### src/rtl/sm4_axis128_to_axis8.sv
// sm4_axis128_to_axis8: serialises 128-bit SM4 result blocks onto an 8-bit AXI-Stream master
module sm4_axis128_to_axis8 #(
   parameter int TUSER_W   = 8,
   parameter bit MSB_FIRST = 1'b1
) (
   input  logic               clk,
   input  logic               rst_n,
   input  logic [127:0]       s_axis_tdata,
   input  logic               s_axis_tvalid,
   output logic               s_axis_tready,
   input  logic               s_axis_tlast,
   input  logic [3:0]         s_axis_tcnt,
   input  logic [TUSER_W-1:0] s_axis_tuser,
   output logic [7:0]         m_axis_tdata,
   output logic               m_axis_tvalid,
   input  logic               m_axis_tready,
   output logic               m_axis_tlast,
   output logic [TUSER_W-1:0] m_axis_tuser
);
   localparam logic [0:0] IDLE = 1'b0, SEND = 1'b1;
   logic [0:0]   state;
   logic [127:0] data_q;
   logic [3:0]   len, idx, k;
   logic         last_q, hs, done, acc;
   assign m_axis_tvalid = state == SEND;
   assign hs            = m_axis_tvalid && m_axis_tready;
   assign done          = hs && idx == len;
   assign s_axis_tready = state == IDLE || done;
   assign acc           = s_axis_tvalid && s_axis_tready;
   assign k             = MSB_FIRST ? ~idx : idx;
   assign m_axis_tdata  = data_q[{k, 3'b000} +: 8];
   assign m_axis_tlast  = m_axis_tvalid && last_q && idx == len;
   always_ff @(posedge clk or negedge rst_n)
      if (!rst_n) begin
         state        <= IDLE;
         data_q       <= '0;
         len          <= '0;
         idx          <= '0;
         last_q       <= 1'b0;
         m_axis_tuser <= '0;
      end else if (acc) begin
         state        <= SEND;
         data_q       <= s_axis_tdata;
         len          <= s_axis_tcnt;
         idx          <= '0;
         last_q       <= s_axis_tlast;
         m_axis_tuser <= s_axis_tuser;
      end else if (done) begin
         state <= IDLE;
         idx   <= '0;
      end else if (hs)
         idx <= idx + 4'd1;
endmodule

### config.mk
export PLATFORM = sky130hd
export DESIGN_NAME = sm4_axis128_to_axis8
export DESIGN_NICKNAME = d
export VERILOG_FILES = /design/src/rtl/sm4_axis128_to_axis8.sv
export SDC_FILE = /design/constraint.sdc
export NUM_CORES = 1
export LEC_CHECK = 0
export ABC_AREA = 0
export BUFFER_PORTS_ARGS = -buffer_cell sky130_fd_sc_hd__buf_4
export CORE_MARGIN = 1.5
export CORE_UTILIZATION = 46
export DETAILED_ROUTE_END_ITERATION = 8
export GPL_TIMING_DRIVEN = 1
export HOLD_SLACK_MARGIN = 0.02
export PLACE_DENSITY = 0.65
export RECOVER_POWER = 25
export SLEW_MARGIN = 20
export SYNTH_ARGS = -nofsm -noshare
export SYNTH_HDL_FRONTEND = slang
export SYNTH_SLANG_ARGS = --single-unit
### constraint.sdc
create_clock -name clk -period 2.6 [get_ports clk]
set_clock_uncertainty 0.2 [all_clocks]
set_input_delay 0.13 -clock clk [delete_from_list [all_inputs] [get_ports clk]]
set_output_delay 0.13 -clock clk [all_outputs]
set_load 0.1 [all_outputs]
# --- Word-level counts from Yosys, hierarchy flattened ---
# Cells that the tools add are included.
word_totals:
  regBits: 146
  latch_bits: 0
  mem_bits_rw: 0
  mem_bits_ro: 0
  in_bits: 145
  output_inout_bits: 19
  n_memories: 0
classes:
  addsub: 1
  multipliers: 0
  div_mod_pow: 0
  order_cmp: 0
  eq_ne: 1
  shifts: 1
  n_mux: 5
  n_bitwise: 2
  reduce_logical: 8
op_table:
  columns: ["op", "count"]
  rows:
  - ["$shiftx A128 B8 Y8", 1]
  - ["$mux W4", 3]
  - ["$logic_and A1 B1 Y1", 5]
  - ["$add A4 B1 Y4 const B", 1]
  - ["$eq A4 B4 Y1", 1]
  - ["$not A4 Y4", 1]
  - ["$reduce_bool A3 Y1", 1]
  - ["$mux W1", 2]
  - ["$reduce_bool A2 Y1", 1]
  - ["$logic_or A1 B1 Y1", 1]
  - ["$not A1 Y1", 1]

# --- Longest topological paths before layout ---
logic_depth:
  ltp_word: 5
  depth_mapped: 8
  ltp_nobuf: 4

# --- Worst setup path after synthesis ---
# OpenSTA, ideal clock, no wires.
synth_timing:
  path_kind: "reg-to-output"
  start: "register state, in the netlist m_axis_tvalid"
  end: "output m_axis_tlast"
  arrival_ns: 2.624
  slack_ns: -0.354
  stages_incl_launch_ff: 5
  path_buffers: 3
  path_cell_list: "dfrtp_1 -> buf_2 -> clkbuf_1 -> clkbuf_1 -> and3_1"
synth_via:
  elab_chain_cells: 2
synth_rtl:
  columns: ["item", "line_no", "source"]
  rows:
  - ["start: declaration", "21", "logic [0:0] state;"]
  - ["start signal: assignment", "35", "state <= IDLE;"]
  - ["start signal: assignment", "42", "state <= SEND;"]
  - ["start signal: assignment", "49", "state <= IDLE;"]
  - ["$logic_and A1 B1 Y1 (2 in series)", "32", "assign m_axis_tlast = m_axis_tvalid && last_q && idx == len;"]
  - ["end: declaration", "17", "output logic m_axis_tlast,"]
# No other way between the ends.

# --- Final worst setup path ---
layout_timing:
  start: "register idx[0]"
  end: "output m_axis_tdata[2]"
layout_via:
  elab_chain_cells: 2
layout_rtl:
  columns: ["item", "line_no", "source"]
  rows:
  - ["start: declaration", "23", "logic [3:0] len, idx, k;"]
  - ["start signal: assignment", "52", "idx <= idx + 4'd1;"]
  - ["$not A4 Y4", "30", "assign k = MSB_FIRST ? ~idx : idx;"]
  - ["$shiftx A128 B8 Y8", "31", "assign m_axis_tdata = data_q[{k, 3'b000} +: 8];"]
  - ["end: declaration", "14", "output logic [7:0] m_axis_tdata,"]
# No other way between the ends.

==> impl_results.md <==
- Count of endpoints failing setup in the final report: 1
- Number of vias per cell: 6.38
- H-tree Lvls: 4
- Adder-cell area share of the yosys netlist: 0.124%
- Fill cells: 1773
- Standard cell with the maximum stage delay on the critical path: sky130_fd_sc_hd__mux4_2
- Critical Path Start Type: flip-flop
- Critical path's top delay family: multiplexers
- Horiz. Die Dim: 151 um
- CTS tree: yes
- Fraction of the mapped netlist area in compound gates: 24.4%
- Total CTS buffers: 17
- Initial core utilization: 46.6%
- VDD IR max: 395 uV
- Cell area after layout: 0.0137 mm2
- Syn Inst Count: 1083
- Area growth, synth to finish: 35.9%
- Largest net degree at the start of global routing: 142
- Clock transition at the registers of the reported paths: 0.07 ns
- Post-route fraction of the period consumed by the critical path: 101%
- Synth Area in Simple Gates: 25.8%
- Warnings, synthesis: 0
- Tmin final: 2.62 ns
- Number of sinks handled by clock tree synthesis: 146
- Number of max-capacitance violations reported: 1
- WHS Endpoint: data_q[122]
- Number of global-route vias before repair: 9505
- Max Root-Sink Buffers: 2
- First-pass GRT wire length: 52400 um
- Worst-case register-to-register setup slack: between 0.2 and 0.25 ns
- I/O Buffers: 163
- Count of different cell masters after synthesis: 31
- Worst stage delay on the critical path: 0.58 ns
- Reg2Reg Launch Point: m_axis_tvalid
- Overall die height: 151 um
- Mapped Area: approximately 0.010 mm2
- Antenna-violating nets left: 0
- Core Util, Final: 63.4%
- Hold Crit Class: input pin to flip-flop
- Remaining global-route overflow: 0
- Total nets after synthesis: 1229
- Reg-to-reg critical path endpoint: data_q[116]
- Cells traversed along the worst timing path: buf_12, buf_4, mux4_2, a22oi_1, nand2_1, buf_6
- Area of the core region: 0.0217 mm2
- GPL Wtd Cong: 0.810
- Largest fanout of any net on the critical path: 16
- WL per Instance: 20.6 um
- Hold Path Depth: 4
- DRC violation count after routing: 0
- Main combinational cell family by area after synthesis: simple AND/OR/NAND/NOR gates
- Actual transition at the worst max-transition pin: between 1.5 and 2 ns
- Clock network latency to the later pin of the worst-skew pair: about 0.44 ns
- Leakage dissipation: roughly 5.7 nW
- Initial antenna violation count: 1
- CP Data Arrival Time: 2.29 ns
- Placement Rows: 54
- Required arrival time at the worst endpoint: 2.27 ns
- First-pass iteration count of the detailed router: 5
- Worst Setup SP: idx[0]
- Post-layout total power: 10.2 mW
- Setup crit end kind: primary output
- Multi-input gate area: 0.00591 mm2
- Total buffers and inverters traversed by the critical path: 3
- GRT Overall Usage: between 20% and 30%
- DP Area: 0.0115 mm2
- Worst min-delay path startpoint: m_axis_tready
- Die Outline Area: 0.0229 mm2
- Net count, final: 1462
- DR vias: 10275
- Starting DRT DRC Count: 1044
- Final-report hold violation count: 0
- Boundary Pins: 164
- Number of flops mapped to enable cells by yosys: 0
- Number of cells on the worst reg-to-reg path: 4
- Final WL: ~33000 um
- Share of synthesized area occupied by flip-flops and latches: approximately 36%
- Share of layout cells above drive strength 1: 21.4%
- Power density over the cells: 743 mW/mm2
- Asr flop ratio synth: 100%
- Timing-limited maximum frequency: around 380 MHz
- Final slew viol count: 61
- Max-slew headroom at the worst pin: -10.8%
- Primary FF master, synth: sky130_fd_sc_hd__dfrtp_1
- Synthesized-area fraction occupied by xor and xnor cells: 0.346%
- Minimum setup slack in the final design: -0.0165 ns
- Clock Root Buffer: sky130_fd_sc_hd__clkbuf_16
- Outcome: finished with violations
- Share of cell area taken by muxes after synthesis: 7.12%
- Setup repair after global routing missed its margin: yes
- Synthesized flop and latch total: 146
- HPWL after detailed placement: 19600 um
- Violated checks: max-capacitance violations, max-slew violations, negative setup slack
- Critical path start-end classification: flip-flop to primary output
- Synthesized area per cell: 9.34 um2
- Sequential cell area: 0.00366 mm2
worst max-delay path by stage:
stage	slack (ns)	cells past startpoint	endpoint
2_1_floorplan	0.18	4	s_axis_tready
6_report	-0.02	6	m_axis_tdata[2]
4_1_cts	0.002	5	m_axis_tdata[6]
3_5_place_dp	0.25	5	m_axis_tdata[2]
5_1_grt	-0.04	6	m_axis_tdata[2]
3_3_place_gp	0.31	5	m_axis_tdata[2]
cell families after synthesis:
kind of cell,Yosys count
DFF,146
adders and majority gates,1
buffers and inverters,136
AOI/OAI and AO/OA,307
and+or+nand+nor,457
muxes,32
xor gates and xnor gates,4
metrics by stage:
stage | cells | hold WS, ns | setup slack [ns] | TNS (ns)
global route | 1609 | 0.0323 | -0.0424 | -0.0647
floorplan | 1083 | -0.366 | 0.176 | 0
finish | 1611 | 0.0315 | -0.0165 | -0.0165
detailed placement | 1419 | -0.0379 | 0.250 | 0
CTS | 1601 | 0.0207 | 0.00235 | 0
global placement | 1419 | -0.0312 | 0.307 | 0
registers in the layout (all words and copies together) (netlist names):
register,flops
data_q,128
m_axis_tuser,8
idx,4
len,4
last_q,1
m_axis_tvalid,1
cell usage after synthesis, types with 2 or more instances:
library cell / count / area share [%]
sky130_fd_sc_hd__o21ai_0: 5 / 0.25
sky130_fd_sc_hd__nand2_1: 149 / 5.5
sky130_fd_sc_hd__or2_2: 2 / 0.12
sky130_fd_sc_hd__dfrtp_1: 146 / 36
sky130_fd_sc_hd__nor2b_1: 4 / 0.25
sky130_fd_sc_hd__buf_4: 12 / 0.89
sky130_fd_sc_hd__o211ai_1: 141 / 10
sky130_fd_sc_hd__nand3b_1: 2 / 0.15
sky130_fd_sc_hd__a22oi_1: 10 / 0.74
sky130_fd_sc_hd__nand2b_1: 2 / 0.12
sky130_fd_sc_hd__nand3_1: 144 / 7.1
sky130_fd_sc_hd__buf_6: 2 / 0.22
sky130_fd_sc_hd__nor2_1: 7 / 0.26
sky130_fd_sc_hd__a221oi_1: 141 / 12
sky130_fd_sc_hd__and2_1: 16 / 0.99
sky130_fd_sc_hd__and3b_1: 128 / 11
sky130_fd_sc_hd__xor2_1: 4 / 0.35
sky130_fd_sc_hd__clkbuf_1: 82 / 3.0
sky130_fd_sc_hd__buf_2: 38 / 1.9
sky130_fd_sc_hd__o22ai_1: 6 / 0.37
sky130_fd_sc_hd__mux4_2: 32 / 7.1
metal layers:
layer  global-route usage, %  vias up  wire length [um]
met5                       0        -                 0
li1                        -     4755                 -
met1                    42.4     5048             14600
met3                    6.08       44              2340
met4                    8.88        0               681
met2                    44.2      428             15700
worst min-delay path: stages:
cell                       delay, ns
sky130_fd_sc_hd__buf_4          0.16
sky130_fd_sc_hd__and3b_1        0.22
sky130_fd_sc_hd__a221oi_1       0.04
sky130_fd_sc_hd__o211ai_1       0.07
power by group:
part | switching (mW) | internal, mW | leakage, nW
registers | 0.393 | 2.61 | 1.31
clock network | 1.08 | 1.75 | 0.315
logic | 2.54 | 1.84 | 4.10
layout by cell type, fill, tap and decap left out, types with 4 or more instances in the layout:
cell / count
sky130_fd_sc_hd__clkbuf_16: 17
sky130_fd_sc_hd__buf_12: 11
sky130_fd_sc_hd__buf_6: 6
sky130_fd_sc_hd__nand2_1: 148
sky130_fd_sc_hd__nand3_1: 144
sky130_fd_sc_hd__dlygate4sd3_1: 147
sky130_fd_sc_hd__bufinv_16: 5
sky130_fd_sc_hd__a22oi_1: 7
sky130_fd_sc_hd__o22ai_1: 4
sky130_fd_sc_hd__and2_1: 15
sky130_fd_sc_hd__nor2b_1: 4
sky130_fd_sc_hd__xor2_1: 4
sky130_fd_sc_hd__buf_4: 182
sky130_fd_sc_hd__o211ai_1: 141
sky130_fd_sc_hd__mux4_2: 32
sky130_fd_sc_hd__a221oi_1: 141
sky130_fd_sc_hd__and3b_1: 128
sky130_fd_sc_hd__o21ai_0: 5
sky130_fd_sc_hd__dfrtp_1: 144
final cells by class:
class / count / area share, %
flip-flops and latches: 146 / 26.6
clock inverters: 14 / 1.66
inverters: 1 / 0.0455
multi-input cells: 801 / 43.0
clock buffers: 18 / 3.19
diodes: 2 / 0.0364
well taps: 280 / 2.55
repair buffers: 349 / 22.9
timing repair:
| item | CTS | global route |
|---|---|---|
| pin swaps | 1 | 0 |
| setup endpoints to repair | 10 | 8 |
| hold endpoints to repair | 284 | 0 |
| buffers inserted | 3 | 8 |
| resized for setup | 6 | 11 |
| hold buffers | 147 | 0 |
(Power assumes the default switching activity.)
